## src/rtl/qu_common_pkg.sv

```systemverilog
// Shared rename-stage constants and types for the physical register file.
package qu_common;

  localparam int PHY_RF_ADDR_WIDTH = 6;
  localparam int PHY_RF_COUNT      = 2 ** PHY_RF_ADDR_WIDTH;
  localparam int ARCH_REG_COUNT    = 32;

  typedef logic [PHY_RF_ADDR_WIDTH-1:0] phy_reg_addr_t;
  typedef logic [PHY_RF_ADDR_WIDTH:0]   free_count_t;

  // Physical register 0 is hard-wired to x0 and may never return to the free list.
  function automatic logic is_x0(input phy_reg_addr_t addr);
    return (addr == phy_reg_addr_t'(0));
  endfunction

endpackage

```

## src/rtl/qu_circ_fifo.sv

```systemverilog
// Generic single-push/single-pop circular queue; after reset it holds
// RESET_COUNT entries valued RESET_BASE, RESET_BASE+1, ...
module qu_circ_fifo #(
  parameter int DEPTH       = 64,
  parameter int WIDTH       = 6,
  parameter int RESET_BASE  = 32,
  parameter int RESET_COUNT = 32,
  parameter int AW          = $clog2(DEPTH)
) (
  input  logic             clk,
  input  logic             rst,
  input  logic             push,
  input  logic [WIDTH-1:0] push_data,
  input  logic             pop,
  output logic [WIDTH-1:0] head_data,
  output logic [AW:0]      count,
  output logic             empty,
  output logic             full
);

  logic [WIDTH-1:0] mem_r [DEPTH];
  logic [AW-1:0]    head_r;
  logic [AW-1:0]    tail_r;
  logic [AW:0]      count_r;
  logic             empty_r;
  logic             full_s;
  logic             do_push_s;
  logic             do_pop_s;
  logic [AW:0]      count_next_s;

  // Qualify push/pop against occupancy and derive the next count.
  always_comb begin
    full_s       = (count_r == (AW+1)'(DEPTH));
    do_push_s    = push & ~full_s;
    do_pop_s     = pop & ~empty_r;
    count_next_s = count_r;
    if (do_push_s && !do_pop_s) begin
      count_next_s = count_r + (AW+1)'(1);
    end else if (!do_push_s && do_pop_s) begin
      count_next_s = count_r - (AW+1)'(1);
    end else begin
      count_next_s = count_r;
    end
  end

  // Storage, pointers and occupancy; head==tail is disambiguated by count.
  always_ff @(posedge clk) begin
    if (rst) begin
      for (int i = 0; i < DEPTH; i++) begin
        mem_r[i] <= (i < RESET_COUNT) ? WIDTH'(RESET_BASE + i) : {WIDTH{1'b0}};
      end
      head_r  <= {AW{1'b0}};
      tail_r  <= AW'(RESET_COUNT);
      count_r <= (AW+1)'(RESET_COUNT);
      empty_r <= (RESET_COUNT == 0);
    end else begin
      if (do_push_s) begin
        mem_r[tail_r] <= push_data;
        tail_r        <= tail_r + AW'(1);
      end
      if (do_pop_s) begin
        head_r <= head_r + AW'(1);
      end
      count_r <= count_next_s;
      empty_r <= (count_next_s == (AW+1)'(0));
    end
  end

  assign head_data = mem_r[head_r];
  assign count     = count_r;
  assign empty     = empty_r;
  assign full      = full_s;

endmodule

```

## src/rtl/free_list_ctrl.sv

```systemverilog
// Rename-stage physical register free list with x0 filtering.
// Build option QU_FREE_LIST_CHECK_EN adds a free bitmap that drops double releases.
module free_list_ctrl
  import qu_common::*;
#(
  parameter int PHY_RF_DEPTH = PHY_RF_COUNT,
  parameter int ARCH_REGS    = ARCH_REG_COUNT
) (
  input  logic          clk,
  input  logic          rst,
  input  logic          alloc_req_in,
  output logic          alloc_grant_out,
  output phy_reg_addr_t alloc_addr_out,
  input  logic          release_en_in,
  input  phy_reg_addr_t release_addr_in,
  output logic          busy_set_en_out,
  output phy_reg_addr_t busy_set_addr_out,
  output free_count_t   free_count_out,
  output logic          empty_out,
  output logic          dbl_release_err_out
);

  phy_reg_addr_t head_entry_s;
  free_count_t   count_s;
  logic          empty_s;
  logic          full_s;
  logic          grant_s;
  logic          release_ok_s;
  logic          push_s;

  // Zero-latency grant; a same-cycle release never bypasses into an empty list.
  always_comb begin
    grant_s      = alloc_req_in & ~empty_s;
    release_ok_s = release_en_in & ~is_x0(release_addr_in) & ~full_s;
  end

`ifdef QU_FREE_LIST_CHECK_EN
  logic [PHY_RF_DEPTH-1:0] free_map_r;
  logic                    dbl_err_r;
  logic                    dbl_s;

  // A release hitting an already-free register is a double release.
  always_comb begin
    dbl_s  = release_ok_s & free_map_r[release_addr_in];
    push_s = release_ok_s & ~free_map_r[release_addr_in];
  end

  // Free bitmap tracking plus sticky error flag.
  always_ff @(posedge clk) begin
    if (rst) begin
      for (int i = 0; i < PHY_RF_DEPTH; i++) begin
        free_map_r[i] <= (i >= ARCH_REGS);
      end
      dbl_err_r <= 1'b0;
    end else begin
      if (grant_s) begin
        free_map_r[head_entry_s] <= 1'b0;
      end
      if (push_s) begin
        free_map_r[release_addr_in] <= 1'b1;
      end
      if (dbl_s) begin
        dbl_err_r <= 1'b1;
      end
    end
  end

  assign dbl_release_err_out = dbl_err_r;
`else
  assign push_s              = release_ok_s;
  assign dbl_release_err_out = 1'b0;
`endif

  qu_circ_fifo #(
    .DEPTH      (PHY_RF_DEPTH),
    .WIDTH      (PHY_RF_ADDR_WIDTH),
    .RESET_BASE (ARCH_REGS),
    .RESET_COUNT(PHY_RF_DEPTH - ARCH_REGS)
  ) u_fifo (
    .clk      (clk),
    .rst      (rst),
    .push     (push_s),
    .push_data(release_addr_in),
    .pop      (grant_s),
    .head_data(head_entry_s),
    .count    (count_s),
    .empty    (empty_s),
    .full     (full_s)
  );

  assign alloc_grant_out   = grant_s;
  assign alloc_addr_out    = head_entry_s;
  assign busy_set_en_out   = grant_s;
  assign busy_set_addr_out = head_entry_s;
  assign free_count_out    = count_s;
  assign empty_out         = empty_s;

endmodule
```

## config.mk

```make
export PLATFORM = sky130hd
export DESIGN_NAME = free_list_ctrl
export DESIGN_NICKNAME = d
export VERILOG_FILES = /design/src/rtl/qu_common_pkg.sv /design/src/rtl/qu_circ_fifo.sv /design/src/rtl/free_list_ctrl.sv
export SDC_FILE = /design/constraint.sdc
export NUM_CORES = 1
export LEC_CHECK = 0
export CAP_MARGIN = 0
export CORE_ASPECT_RATIO = 2
export CORE_MARGIN = 10
export CORE_UTILIZATION = 57
export CTS_CLUSTER_DIAMETER = 150
export DETAILED_ROUTE_END_ITERATION = 12
export GPL_ROUTABILITY_DRIVEN = 0
export PLACE_DENSITY = 0.82
export SYNTH_ARGS = -nofsm -noshare
export SYNTH_HDL_FRONTEND = slang
export SYNTH_HIERARCHICAL = 1
export SYNTH_SLANG_ARGS = --single-unit
```

## constraint.sdc

```tcl
create_clock -name clk -period 3.1 [get_ports clk]
set_input_delay 0.775 -clock clk [delete_from_list [all_inputs] [get_ports clk]]
set_output_delay 0.775 -clock clk [all_outputs]
set_load 0.05 [all_outputs]
```

# After elaboration in Yosys (flattened, before gate mapping)
# Memory sizes are Yosys's and may differ from the RTL's. A register that Yosys moved wholly into a read port is not among the register bits.
# Cells that the tools add are included.
# Widths: inputs -> output; s select.
[classes]
n_reduce_logical = 7
n_mux = 12
addsub = 4
n_eq_ne = 1
bitwise = 8
[ops]
columns = ["op", "n"]
rows = [
  ["$mux 6", 4],
  ["$mux 7", 2],
  ["$add 6x1->6 const B", 2],
  ["$add 7x1->7 const B", 1],
  ["$eq 7x7->1 const B", 1],
  ["$logic_not 7->1", 1],
  ["$sub 7x1->7 const B", 1],
  ["$logic_not 6->1", 1],
  ["$mux 1", 6],
  ["$reduce_or 6->1", 1],
  ["$and 1x1->1", 5],
  ["$not 1->1", 3],
  ["$logic_and 1x1->1", 2],
  ["$logic_not 1->1", 2],
]
[totals]
out_inout_bits = 23
input_bits = 10
memories = 1
register_bits = 20
ram_bits = 384
elab_cells = 37
[memory_table]
columns = ["name", "words", "width", "read_ports", "rd_ports_with_merged_regs", "wr", "line_no", "rtl"]
rows = [
  ["u_fifo.mem_r", 64, 6, 1, 1, 64, "qu_circ_fifo.sv:21", "logic [WIDTH-1:0] mem_r [DEPTH];"],
]

# Depth between registers and ports, before layout
[logic_depth]
ltp_word = 10
mapped_depth = 12
ltp_nobuf = 12

# Modules after synthesis
# The synthesis kept the hierarchy.
[modules_own_cells]
columns = ["module", "area_each_um2", "cells_each", "instances"]
rows = [
  ["qu_circ_fifo", 19040.8, 1386, 1],
  ["free_list_ctrl", 97.6, 14, 1],
]

# Worst setup path after synthesis
# OpenSTA, ideal clock, no wires.
[synth_path]
kind = "register -> output"
start = "register (tool-made name)"
end = "output busy_set_addr_out[2]"
arrival_ns = 3.562
n_path_buf = 5
slack_ns = -1.237
stages_incl_launch_ff = 10
required_ns = 2.325
cell_sequence = "dfxtp_1 -> buf_4 -> buf_4 -> buf_6 -> buf_4 -> mux4_2 -> o22ai_1 -> o21a_1 -> o41ai_1 -> buf_4"
[synth_lines]
columns = ["element", "line_no", "rtl"]
rows = [
  ["end, declared", "free_list_ctrl.sv:17", "output phy_reg_addr_t busy_set_addr_out,"],
]

==> flow_summary.yaml <==
synthesis:
  yosys_register_bits: 410
  synth.avg_cell_area_sq_um: 13.7
  synth.net_count: 1415
  netlist_instances: 1400
  syn-cell-area_sq_um: 19100
  synthArstFlopShare_pct: 0
  synth_ff_type: "edfxtp_1"
  synth_warnings: 6
  synth.distinct_cells: 55
  synth_edf_count: 384
  ys_seq_area_share_pct: 63.0
power_and_ir_drop:
  switching_share_pct: 24.0
  p_int_w: 0.00937
  power.density_nw_per_um2: 542
  p_clk_share_pct: 35.0
  p_leak_nw: 7.33
  pwr-share-comb_pct: 14.1
  peakVddDrop_mv: 0.311
  power_frac_seq_pct: 50.9
  net-switching-power_w: 0.00297
setup_path:
  critPathMaxStageDelay_ns: 0.54
  cp-start-kind: "flop"
  crit_top_cell: "mux4_2"
  cp.arrival_ns: 2.72
  cp-end-kind: "output pin"
  crit_path_cell_trace: "buf_12, buf_4, mux4_2, mux4_2, o21ai_2, nand2_2, buf_6"
  required_ns: 2.32
  cpLargestDelayFamily: "multiplexers"
  worstPathMaxFanout: 10
  cpMaxStageDelayCell: "mux4_2"
  r2r_slack_ns: 0.13
  crit_buf_inv: 3
  path_class: "flop to output pin"
layout:
  regArea_sq_um: 12100
  antennaDiodeCount: 0
  fillers: 2051
  stdcell_area_sq_um: 22700
  final_nets: 1523
  multiInputGateArea_sq_um: 6830
  final_layout_size_suffix_gt1_share_pct: 29.6
  area_growth_pct: 18.9
clock_tree:
  clkTransAtPathRegs_ns: 0.07
  htreeDepth: 2
  clock_sinks: 410
  root_buffer: "clkbuf_16"
  insertion_delay_ns: 0.53
  cts.path.max_buffers: 3
  numCtsBuffers: 34
  cts_tree: "built"
  cts_hold_buf: 0
die:
  io_pins: 33
  die_y_microns: 279
  die-area_sq_um: 41800
  core.rowCount: 94
  start_util_pct: 57.9
  die_x_microns: 150
  core_area_sq_um: 33000
timing:
  final-max-slew-violation-count: 0
  fmax_mhz: 286
  period_needed_ns: 3.50
  fin_tns_setup_ns: -4.38
  fin_ws_ns: -0.396
  max_slew_margin_pct: 33.4
  finalSetupViolCount: 12
  worstMarginPinSlew_ns: 0.999
  rsz0062_at_grt: "yes"
  fin_skew_ns: 0.0229
  fin_crit_sh_pct: 113
  finalHoldViolCount: 0
drt:
  drtIter0Drc: 1529
  via_per_inst: 6.40
  vias: 12600
  drc: 0
  ant_nets: 0
  first_pass_iters: 6
  drt_wl_total_microns: 50400
  wl_per_cell_microns: 25.7
job:
  maxCapViolations: 0
grt:
  grt_max_degree: 65
  grt_usage_pct: 24.1
  grt_pass1_wl_microns: 76500
  grt-ovfl-total: 0
  grt_pass1_vias: 13000
  antenna_found_initial: 0
outcome:
  violations: "setup timing"
  status: "complete, but fails checks"
min_path:
  hold_path_class: "flop to flop"
placement:
  io_buffers: 31
  hpwl_microns: 33900
  place_area_sq_um: 21100
[final cells by class]
class	count	share of cell area, %
sequential	410	53.0
multi-input combinational	835	30.0
timing repair buffer	216	9.61
clock buffer	42	3.97
tap	432	2.38
clock inverter	17	0.825
inverter	11	0.181
[final timing paths]
kind / startpoint / end / cells after the start
worst min-delay path: u_fifo/head_r[5] / flop / 2
worst max-delay path: flop / alloc_addr_out[0] / 7
worst min register to register: u_fifo/head_r[5] / flop / 2
worst max register to register: u_fifo/count[0] / u_fifo/mem_r[17][4] / 13
[flip-flops by register name (all words and copies together) (netlist names), named ones only]
name and cells:
u_fifo/empty 1, u_fifo/count 7, u_fifo/head_r 6, u_fifo/tail_r 6, u_fifo/mem_r 384
[placed cells by master (no fill, tap or decap), drive strengths merged, types with 31 or more instances in the layout]
| cell | instances |
|---|---|
| mux2i | 31 |
| nand2 | 82 |
| and2 | 188 |
| buf | 201 |
| or3 | 57 |
| clkbuf | 42 |
| o21ai | 77 |
| mux4 | 94 |
| edfxtp | 384 |
| nor2 | 77 |
| nor3 | 93 |
[synthesized netlist by cell type (all sizes together), types with 4 or more instances]
cell type    n  area share, %
a21oi       11           0.29
a22oi        4           0.16
a31oi        6           0.20
and2       188            6.1
buf         37            1.2
clkbuf     107            2.1
dfxtp       26            2.7
edfxtp     384             60
ha           5           0.33
inv          8           0.16
mux2i       31            1.6
mux4        94             11
nand2       82            1.6
nand2b       7           0.23
nand3       11           0.29
nand4        5           0.16
nor2        77            1.5
nor2b       11           0.36
nor3        93            2.5
nor4         6           0.29
o21ai       77            2.0
o221ai       5           0.23
o22ai        5           0.16
or2         12           0.39
or3         57            1.9
xor2        11           0.50
[per-stage QoR]
| step | power (W) | setup slack (ns) | instances | util (%) | hold WS [ns] |
|---|---|---|---|---|---|
| after floorplan | 0.00736 | -0.124 | 1400 | - | 0.459 |
| after global placement | 0.00792 | -0.217 | 1884 | 63.8 | 0.486 |
| after detailed placement | 0.00796 | -0.297 | 1884 | 63.8 | 0.502 |
| after CTS | 0.0123 | -0.397 | 1962 | 68.4 | 0.514 |
| after global routing | 0.0126 | -0.429 | 1963 | 68.8 | 0.566 |
| final | 0.0123 | -0.396 | 1963 | 68.8 | 0.542 |
[worst min-delay path: cells and delay by family (launching register included)]
kind            cells  cell delay (ns)
flops               1             0.31
compound gates      2             0.17
[cells by family (layout without fill, tap and decap cells)]
| family | after synthesis | count (layout) | synth area share, % |
|---|---|---|---|
| and+or+nand+nor | 560 | 560 | 15.8 |
| muxes | 128 | 128 | 12.9 |
| DFF | 410 | 410 | 63.0 |
| other | 1 | 1 | 0.0196 |
| AOI/OAI and AO/OA | 128 | 128 | 3.90 |
| adders and majority gates | 5 | 5 | 0.327 |
| xor gates and xnor gates | 13 | 13 | 0.595 |
| buffers and inverters | 155 | 286 | 3.53 |
[routing by layer]
| metal | up-vias | track usage, % | share of wire, % |
|---|---|---|---|
| met4 | 0 | 14.1 | 6.9 |
| li1 | 5437 | - | - |
| met5 | - | 0 | 0 |
| met3 | 202 | 2.88 | 7.6 |
| met1 | 6215 | 26.2 | 32 |
| met2 | 700 | 43.8 | 54 |
[power groups by stage]
stage / clock network (W) / registers, W / logic (W)
6_report: 0.00432 / 0.00627 / 0.00174
5_1_grt: 0.00454 / 0.00628 / 0.00182
4_1_cts: 0.00434 / 0.00627 / 0.00171
3_5_place_dp: 0 / 0.00642 / 0.00154
3_3_place_gp: 0 / 0.00641 / 0.00151
2_1_floorplan: 0 / 0.00640 / 0.000954
[repair_timing]
item	4_1_cts	5_1_grt
resized for setup	49	30
pin swaps	2	0
gates cloned	2	0
setup endpoints to repair	12	257
buffers inserted	17	1
(Power assumes the default switching activity.)
